==> src/rtl/uart_pkg.sv <==
// ---------------------------------------------------------------------------
// uart_pkg
// Shared definitions for the UART block (receiver and transmitter).
//   - Default system clock and baud rate.
//   - Helpers that derive clocks-per-bit and clocks-to-bit-centre.
//   - Receiver FSM state encoding.
// No ports (package).
// ---------------------------------------------------------------------------
package uart_pkg;

    localparam int SYS_CLK_DEF = 50_000_000;
    localparam int BPS_DEF     = 9600;

    // Clocks per bit period; integer division truncates, so the real baud
    // rate is slightly faster than requested (well inside the margin).
    function automatic int bit_clocks(input int sys_clk, input int bps);
        return sys_clk / bps;
    endfunction

    // Clocks from the start edge to the start-bit centre.
    function automatic int half_clocks(input int delay);
        return delay / 2;
    endfunction

    typedef enum logic [1:0] {
        IDLE  = 2'd0,
        START = 2'd1,
        DATA  = 2'd2,
        STOP  = 2'd3
    } uart_state_t;

endpackage

==> src/rtl/uart_sync.sv <==
// ---------------------------------------------------------------------------
// uart_sync
// Brings the asynchronous serial line into the clk domain with two flops.
// A third flop keeps one cycle of history so a falling edge can be detected.
// Ports:
//   clk    in   system clock, rising edge
//   rst_n  in   asynchronous active-low reset
//   rx     in   raw serial line (idle high)
//   rx_s2  out  synchronised line level
//   fall   out  high for one cycle after a high-to-low transition
// ---------------------------------------------------------------------------
module uart_sync (
    input  logic clk,
    input  logic rst_n,
    input  logic rx,
    output logic rx_s2,
    output logic fall
);

    logic rx_s1;
    logic rx_s3;

    // Synchroniser chain plus edge-history flop. Everything resets to the
    // idle level so that leaving reset on an idle line never looks like a
    // start edge.
    always_ff @(posedge clk or negedge rst_n) begin
        if (!rst_n) begin
            rx_s1 <= 1'b1;
            rx_s2 <= 1'b1;
            rx_s3 <= 1'b1;
        end else begin
            rx_s1 <= rx;
            rx_s2 <= rx_s1;
            rx_s3 <= rx_s2;
        end
    end

    // Previous level high, current level low: a falling edge.
    assign fall = rx_s3 & ~rx_s2;

endmodule

==> src/rtl/uart_rx.sv <==
// ---------------------------------------------------------------------------
// uart_rx
// 8N1 UART receiver. Finds the start edge, confirms the start bit at its
// centre, samples 8 data bits LSB-first at bit centres, then checks the stop
// bit and either publishes the byte or flags a framing error.
// Parameters:
//   SYS_CLK  system clock in Hz
//   BPS      baud rate
//   DELAY    clocks per bit (derived)
//   HALF     clocks to start-bit centre (derived)
// Ports:
//   clk        in   system clock, rising edge
//   rst_n      in   asynchronous active-low reset
//   rx         in   serial line, idle high, asynchronous
//   data_rx    out  last correctly framed byte
//   done_rx    out  one-cycle strobe, data_rx updated
//   err_frame  out  one-cycle strobe, stop bit was low, byte discarded
//   busy_rx    out  high whenever a frame is being received
// ---------------------------------------------------------------------------
module uart_rx
    import uart_pkg::*;
#(
    parameter int SYS_CLK = SYS_CLK_DEF,
    parameter int BPS     = BPS_DEF,
    parameter int DELAY   = bit_clocks(SYS_CLK, BPS),
    parameter int HALF    = half_clocks(DELAY)
) (
    input  logic       clk,
    input  logic       rst_n,
    input  logic       rx,
    output logic [7:0] data_rx,
    output logic       done_rx,
    output logic       err_frame,
    output logic       busy_rx
);

    localparam logic [15:0] BIT_LAST  = 16'(DELAY - 1);
    localparam logic [15:0] HALF_LAST = 16'(HALF - 1);

    uart_state_t state;
    uart_state_t state_nxt;

    logic        rx_s2;
    logic        fall;
    logic [15:0] cnt_bps;
    logic [2:0]  cnt_bit;
    logic [7:0]  shreg;

    logic        bit_end;
    logic        half_end;
    logic        sample_bit;
    logic        frame_ok;
    logic        frame_bad;

    uart_sync u_sync (
        .clk   (clk),
        .rst_n (rst_n),
        .rx    (rx),
        .rx_s2 (rx_s2),
        .fall  (fall)
    );

    assign bit_end  = (cnt_bps == BIT_LAST);
    assign half_end = (cnt_bps == HALF_LAST);
    assign busy_rx  = (state != IDLE);

    // Next-state and sampling decisions. The start bit is re-checked at its
    // centre so that short glitches on the idle line are rejected silently.
    always_comb begin
        state_nxt  = state;
        sample_bit = 1'b0;
        frame_ok   = 1'b0;
        frame_bad  = 1'b0;
        case (state)
            IDLE: begin
                if (fall) state_nxt = START;
            end
            START: begin
                if (half_end) state_nxt = rx_s2 ? IDLE : DATA;
            end
            DATA: begin
                if (bit_end) begin
                    sample_bit = 1'b1;
                    if (cnt_bit == 3'd7) state_nxt = STOP;
                end
            end
            STOP: begin
                if (bit_end) begin
                    frame_ok  = rx_s2;
                    frame_bad = ~rx_s2;
                    state_nxt = IDLE;
                end
            end
            default: state_nxt = IDLE;
        endcase
    end

    // State register.
    always_ff @(posedge clk or negedge rst_n) begin
        if (!rst_n) state <= IDLE;
        else        state <= state_nxt;
    end

    // Bit-period and bit-index counters. Both restart on every state change
    // so each state measures time from its own entry point.
    always_ff @(posedge clk or negedge rst_n) begin
        if (!rst_n) begin
            cnt_bps <= '0;
            cnt_bit <= '0;
        end else if (state_nxt != state) begin
            cnt_bps <= '0;
            cnt_bit <= '0;
        end else begin
            if (state == IDLE || bit_end) cnt_bps <= '0;
            else                          cnt_bps <= cnt_bps + 16'd1;
            if (sample_bit) cnt_bit <= cnt_bit + 3'd1;
        end
    end

    // LSB arrives first, so shifting in from the top leaves bit 0 at the
    // bottom after eight samples.
    always_ff @(posedge clk or negedge rst_n) begin
        if (!rst_n)          shreg <= '0;
        else if (sample_bit) shreg <= {rx_s2, shreg[7:1]};
    end

    // Registered outputs. A bad stop bit discards the byte and leaves the
    // previously published value in place.
    always_ff @(posedge clk or negedge rst_n) begin
        if (!rst_n) begin
            data_rx   <= 8'h00;
            done_rx   <= 1'b0;
            err_frame <= 1'b0;
        end else begin
            done_rx   <= frame_ok;
            err_frame <= frame_bad;
            if (frame_ok) data_rx <= shreg;
        end
    end

endmodule

==> config.mk <==
export PLATFORM = sky130hd
export DESIGN_NAME = uart_rx
export DESIGN_NICKNAME = d
export VERILOG_FILES = /design/src/rtl/uart_pkg.sv /design/src/rtl/uart_sync.sv /design/src/rtl/uart_rx.sv
export SDC_FILE = /design/constraint.sdc
export NUM_CORES = 1
export LEC_CHECK = 0
export BUFFER_PORTS_ARGS = -buffer_cell sky130_fd_sc_hd__buf_2
export CAP_MARGIN = 20
export CORE_AREA = 10 10 76 78
export DETAILED_ROUTE_END_ITERATION = 8
export DIE_AREA = 0 0 86 88
export GPL_TIMING_DRIVEN = 0
export HOLD_SLACK_MARGIN = 0.03
export PLACE_DENSITY = 0.6
export REMOVE_ABC_BUFFERS = 1
export SYNTH_ARGS = -nofsm -noshare
export SYNTH_HDL_FRONTEND = slang
export SYNTH_SLANG_ARGS = --single-unit
export TNS_END_PERCENT = 10
==> constraint.sdc <==
create_clock -name clk -period 2.2 [get_ports clk]
set_input_delay 0.55 -clock clk [delete_from_list [all_inputs] [get_ports clk]]
set_output_delay 0.55 -clock clk [all_outputs]
set_load 0.03 [all_outputs]
==> results.md, run 1 <==
- # setup viols final: 0
- Input/output buffers: 13
- Relative slew slack: between 30% and 40%
- Path type of the worst setup path: reg -> reg
- Largest net degree at the start of global routing: 43
- P_int: ~0.0012 W
- Setup crit start kind: flip-flop
- CTS clk-pin slew, worst paths: 0.08 ns
- Grt ovf: 0
- Post-layout util: 51.4%
- H-Tree Level Count: 2
- Clock sink count: 42
- N_diodes: 0
- Fin. max-slew vios: 0
- Cts bufs inserted: 5
- DRT Pass-1 Iters: 4
- Post-synthesis cell count: about 170
- Final Hold Fails: 0
- Layout cell share with drive strength beyond 1: around 28%
- Synthesis Warnings: 0
- Worst hold endpoint: u_sync.rx_s1
- Routability cong.: 0.810
- Post-synth EDFFs: 0
- Fill cell count: between 300 and 400
- Avg Cell Area, Syn: 11.8 sq um
- Die Width: 86 um
- Sw Share: 28.5%
- Hold path cells: 1
- Sequential cell area fraction in the yosys report: 53.6%
- Net Switching: around 0.00046 W
- Flops & latches, synth: 42
- Antenna Nets Post-Route: 0
- Reg-to-reg setup timing slack: 0.20 ns
- Starting Density: 45.9%
- IO Pins: 14
- Die height: about 90 um
- Post-DP Area: 2070 sq um
- Die Area: 7570 sq um
- Core box area: between 4000 and 5000 sq um
- Fin nets: 190
- GRT Util Overall: between 10% and 20%
- CTS Root Cell: clkbuf_8
- Initial antenna violation count: 0
- Min Clock Period, post-route: about 2.0 ns
- Final instance area: 2210 sq um
- Register Area: 1050 sq um
- Final worst path period share: 90.8%
- Synthesis-to-layout area growth: 12.0%
- Clk pwr share: a little under a third
- R2R depth: 6
- Measured slew at the worst slew-check pin: 0.924 ns
- Overall power: 0.00161 W
- Gate power share: ~15%
- RSZ-0062 raised after global routing: no
- RR Endpoint: data_rx[0]
- Vias in the first global route: 1,357
- Dominant synthesized flop cell: dfrtp_1
- Row cnt: 24
- Post-synth cell types: 36
- Worst Skew: 0.00950 ns
- DR WL/cell: 15.9 um
- Hold_sp: rx
- Max FO, Critical Path: 11
- Reg power frac: between 50% and 60%
- Worst path required time: 2.38 ns
- Drt drc: 0
- CTS tree: yes
- Max clock buf depth: 2
- Pleak: 1.04 nW
- Post-Syn Area: 1970 sq um
- Min Hold Slack: 0.350 ns
- Post-synth ARST share: 100%
- Via density: 5.63
- Area of the multi-input gates: 905 sq um
- Min-Delay Path Class: in -> reg
- HPWL Detailed: 2550 um
- First-pass GRT wire length: 6560 um
- CP arrival: 2.18 ns
- Peak Freq: between 500 and 600 MHz
- Power Dens Cells: 730 nW/um^2
- R2R Path Start: cnt_bps[0]
- MaxCap Viol Count: 0
- Via count: 1,334
- Drt total wl: 3770 um
- Peak VDD IR: 0.482 mV
- Starting DRT DRC Count: 105
- Worst-Skew Late Latency: 0.29 ns
- Endpoint type of the worst setup path: flip-flop
- Outcome: finished clean
[synthesized netlist by cell type (4+ instances only)]
cell,n,area [sq um]
nand4_1,9,56.3
and3_1,4,25.0
nor3b_1,4,30.0
nand2_1,6,22.5
o21ai_0,6,30.0
or3_1,4,25.0
nor2_1,15,56.3
mux2_2,16,180
xor2_1,10,87.6
a21oi_1,5,25.0
dfrtp_1,39,976
nand3_1,8,40.0
clkbuf_1,4,15.0
[cell families (layout without fill, tap and decap cells)]
group                      Yosys count  in the layout  share of synthesized area, %
xor gates and xnor gates            11             11                          4.89
AOI/OAI and AO/OA                   18             18                          5.84
muxes                               16             16                          9.15
adders and majority gates            3              3                          1.91
and+or+nand+nor                     68             69                          22.7
buffers and inverters                9             26                          1.91
DFF                                 42             42                          53.6
[power groups by stage]
stage / clock network, W / logic, W / registers (W)
finish: 0.000483 / 0.000238 / 0.000889
global route: 0.000529 / 0.000274 / 0.000908
CTS: 0.000498 / 0.000229 / 0.000890
detailed placement: 0 / 0.000226 / 0.000903
global placement: 0 / 0.000219 / 0.000900
floorplan: 0 / 0.000169 / 0.000889
[layer usage]
layer	track usage, %	up-vias	wire [um]
met5	0	-	0
met1	13.1	669	1740
met2	16.9	13	1850
met3	2.88	8	128
met4	4.49	0	55
li1	-	644	-
[worst max path at each step]
| stage | start | endpoint | slack [ns] | cells past startpoint |
|---|---|---|---|---|
| after floorplan | cnt_bps[0] | shreg[0] | 0.32 | 5 |
| after global placement | cnt_bps[0] | shreg[2] | -0.01 | 5 |
| after detailed placement | cnt_bps[0] | cnt_bps[5] | -0.08 | 5 |
| after CTS | cnt_bps[0] | data_rx[0] | 0.01 | 5 |
| after global routing | cnt_bps[0] | data_rx[6] | 0.03 | 6 |
| final | cnt_bps[0] | data_rx[0] | 0.20 | 6 |
[per-stage QoR]
stage / cells / TNS (ns) / setup slack [ns]
after floorplan: 160 / 0 / 0.318
after global placement: 225 / -0.0906 / -0.0129
after detailed placement: 225 / -0.979 / -0.0844
after CTS: 233 / 0 / 0.0112
after global routing: 237 / 0 / 0.0309
final: 237 / 0 / 0.202
[cell type report]
| class | count | share of cell area (%) |
|---|---|---|
| inverter | 2 | 0.340 |
| clock buffer | 6 | 3.29 |
| tap | 52 | 2.95 |
| timing repair buffer | 16 | 3.97 |
| clock inverter | 2 | 0.624 |
| sequential | 42 | 47.8 |
| multi-input combinational | 117 | 41.0 |
[layout by cell type, fill, tap and decap left out, drive strengths merged, types with 2 or more instances in the layout]
| cell | synthesis | layout |
|---|---|---|
| dfrtp | 39 | 39 |
| ha | 3 | 3 |
| dfstp | 3 | 3 |
| buf | 3 | 16 |
| a22oi | 3 | 3 |
| nor4b | 2 | 2 |
| nor4bb | 3 | 3 |
| nor2 | 17 | 18 |
| nor3b | 4 | 4 |
| o21ai | 6 | 6 |
| clkinv | 0 | 2 |
| xor2 | 10 | 10 |
| a21oi | 5 | 5 |
| and3 | 4 | 4 |
| nand2 | 6 | 6 |
| or3 | 4 | 4 |
| clkbuf | 4 | 6 |
| mux2 | 16 | 16 |
| nand3 | 8 | 8 |
| nor3 | 2 | 2 |
| and4 | 2 | 2 |
| inv | 2 | 2 |
| nand4 | 10 | 10 |
[worst max-delay path, cell delays in order, from the launching register on]
cell and delay, ns:
dfrtp_1 0.38, ha_2 0.28, nor4b_4 0.21, buf_4 0.17
nand4_4 0.19, nor2_4 0.28, mux2_2 0.37
[repair_timing]
| item | in CTS | in global routing |
|---|---|---|
| pin swaps | 1 | 1 |
| hold buffers | 0 | 0 |
| endpoints found under the setup margin | 23 | 35 |
| gates cloned | 0 | 1 |
| gates resized for setup | 2 | 2 |
| buffers inserted | 0 | 3 |
[registers in the layout, summed over array words and instances, names as in the netlist]
name	count
cnt_bps	16
data_rx	8
shreg	8
cnt_bit	3
state	2
done_rx	1
err_frame	1
u_sync.rx_s1	1
u_sync.rx_s2	1
u_sync.rx_s3	1
Power figures use the tool's default switching activity.
==> run 2: changes to the inputs <==
Settings changed: CORE_AREA 10 10 76 78 to 10 10 102 59, DIE_AREA 0 0 86 88 to 0 0 112 69, PLACE_DENSITY 0.6 to 0.61.
==> run 2 against run 1 <==
  * First-iteration DRC count fell by 26%
  * Combinational power rose by 6%
  * Count of clock-buffer cells in the layout fell by 1
  * Register-to-register slack got worse by 0.06 ns
  * Utilization rose by 1.7 points
  * Total power rose by 17%
  * Critical path type unchanged
  * Critical endpoint is now data_rx[1]
==> results.md, run 2 (synthesized netlist as in run 1, its figures left out) <==
- DR WL/cell: 16.8 um
- Peak Freq: between 400 and 500 MHz
- Starting Density: 46.5%
- Worst Skew: 0.00943 ns
- CP arrival: roughly 2.2 ns
- Setup crit start kind: flip-flop
- Hold Buf Count CTS: 0
- Clock sink count: 42
- H-Tree Level Count: 2
- Largest regs: cnt_bps: 16 flops, data_rx: 8 flops, shreg: 8 flops
- MaxCap Viol Count: 0
- Min Clock Period, post-route: ~2.1 ns
- Drt total wl: 4040 um
- Core box area: ~4200 sq um
- Top reg by flops: cnt_bps
- Number of flip-flops in the largest register: 16
- Die Width: 112 um
- Routability cong.: 0.802
- Pleak: 1.05 nW
- R2R depth: 6
- Relative slew slack: 40.4%
- Path type of the worst setup path: reg -> reg
- Via density: 5.53
- Commonest non-fill, non-tap cell in the layout: dfrtp_1
- Die height: 69 um
- Final Hold Fails: 0
- GRT Util Overall: between 10% and 20%
- Worst hold endpoint: u_sync.rx_s1
- CTS clk-pin slew, worst paths: 0.09 ns
- Starting DRT DRC Count: 78
- # setup viols final: 0
- Antenna Nets Post-Route: 0
- Fin. max-slew vios: 0
- Most frequent cells in the layout: dfrtp_1 (39), mux2_2 (16), nor2_1 (15)
- Min-Delay Path Class: in -> reg
- DRT Pass-1 Iters: 4
- Power Dens Cells: 834 nW/um^2
- Max FO, Critical Path: 11
- Setup TNS Final: 0 ns
- Max clock buf depth: 2
- First-pass GRT wire length: about 6600 um
- Reg-to-reg setup timing slack: 0.15 ns
- CTS tree: yes
- Endpoint type of the worst setup path: flip-flop
- Fin nets: ~190
- Gate power share: 13.5%
- Input/output buffers: 13
- P_int: 0.00138 W
- CTS Root Cell: clkbuf_8
- Clk pwr share: 38.9%
- Reg power frac: 47.6%
- Dpl ws: -0.0695 ns
- Vias in the first global route: ~1,200
- Peak VDD IR: 0.398 mV
- Sw Share: 26.2%
- Drt drc: 0
- Outcome: finished clean
- RR Endpoint: data_rx[1]
- Net Switching: 0.000492 W
- Cts bufs inserted: 5
- RSZ-0062 raised after global routing: no
- Worst path required time: between 2 and 2.5 ns
- Grt ovf: 0
- Hold path cells: 1
- Hold_sp: rx
- N_diodes: 0
- Synthesis-to-layout area growth: 14.2%
- HPWL Detailed: 2790 um
- Layout cell share with drive strength beyond 1: 27.9%
- Row cnt: 17
- Final WS setup: 0.146 ns
- Die Area: just under 8000 sq um
- Final worst path period share: 93.4%
- IO Pins: 14
- R2R Path Start: cnt_bps[0]
- Largest net degree at the start of global routing: 43
- Initial antenna violation count: 0
- Worst-Skew Late Latency: roughly 0.3 ns
- Measured slew at the worst slew-check pin: 0.894 ns
- Via count: between 1,000 and 1,500
[run 2: cell types whose count changed in the layout (fill, tap and decap cells not counted), sizes merged]
cell / previous run / this run
buf: 16 / 14
bufinv: 0 / 2
clkbuf: 6 / 5
clkinv: 2 / 1
[run 2: power by group through the flow]
stage	Sequential [W]	Clock [W]	Combinational [W]
CTS	0.000892	0.000739	0.000238
finish	0.000893	0.000730	0.000253
floorplan	0.000889	0	0.000169
global route	0.000906	0.000780	0.000280
global placement	0.000900	0	0.000229
detailed placement	0.000908	0	0.000232
[run 2: area by class of cell]
type | instances | area, sq um
fill | 363 | 1980
sequential | 42 | 1050
multi-input combinational | 117 | 905
timing repair buffer | 14 | 72.6
tap | 57 | 71.3
clock buffer | 5 | 68.8
clock inverter | 3 | 68.8
inverter | 2 | 7.51
[run 2: critical path: stages (launching register included)]
cell,delay [ns]
dfrtp_1,0.38
ha_2,0.29
nor4b_4,0.22
buf_4,0.18
nand4_4,0.21
nor2_4,0.30
mux2_2,0.37
[run 2: per-stage QoR]
step           cells  hold slack (ns)  util, %  power, W  instance area [sq um]
2_1_floorplan    160            0.254        -   0.00106                   1940
3_3_place_gp     230            0.346     49.0   0.00113                   2080
3_5_place_dp     230            0.354     49.0   0.00114                   2080
4_1_cts          238            0.342     52.6   0.00187                   2230
5_1_grt          240            0.335     53.1   0.00197                   2250
6_report         240            0.345     53.1   0.00188                   2250
[run 2: worst max path at each step]
stage | start | depth (start not counted) | slack [ns] | end
after detailed placement | cnt_bps[0] | 5 | -0.07 | cnt_bps[12]
after CTS | cnt_bps[0] | 5 | 0.007 | data_rx[1]
after global placement | cnt_bps[0] | 5 | -0.03 | cnt_bps[4]
after floorplan | cnt_bps[0] | 5 | 0.32 | shreg[0]
final | cnt_bps[0] | 6 | 0.15 | data_rx[1]
after global routing | cnt_bps[0] | 6 | 0.05 | data_rx[1]
[run 2: timing repair]
action,CTS,global route
buffers inserted,0,1
gates resized for setup,2,2
setup endpoints to repair,23,35
gates cloned,0,1
pin swaps,1,1
[run 2: routing by layer]
layer | up-vias | track usage [%] | wire length (um)
met2 | 18 | 13.9 | 1680
met3 | 9 | 3.19 | 129
met4 | 0 | 3.75 | 66
li1 | 636 | - | -
met5 | - | 0 | 0
met1 | 664 | 15.1 | 2160
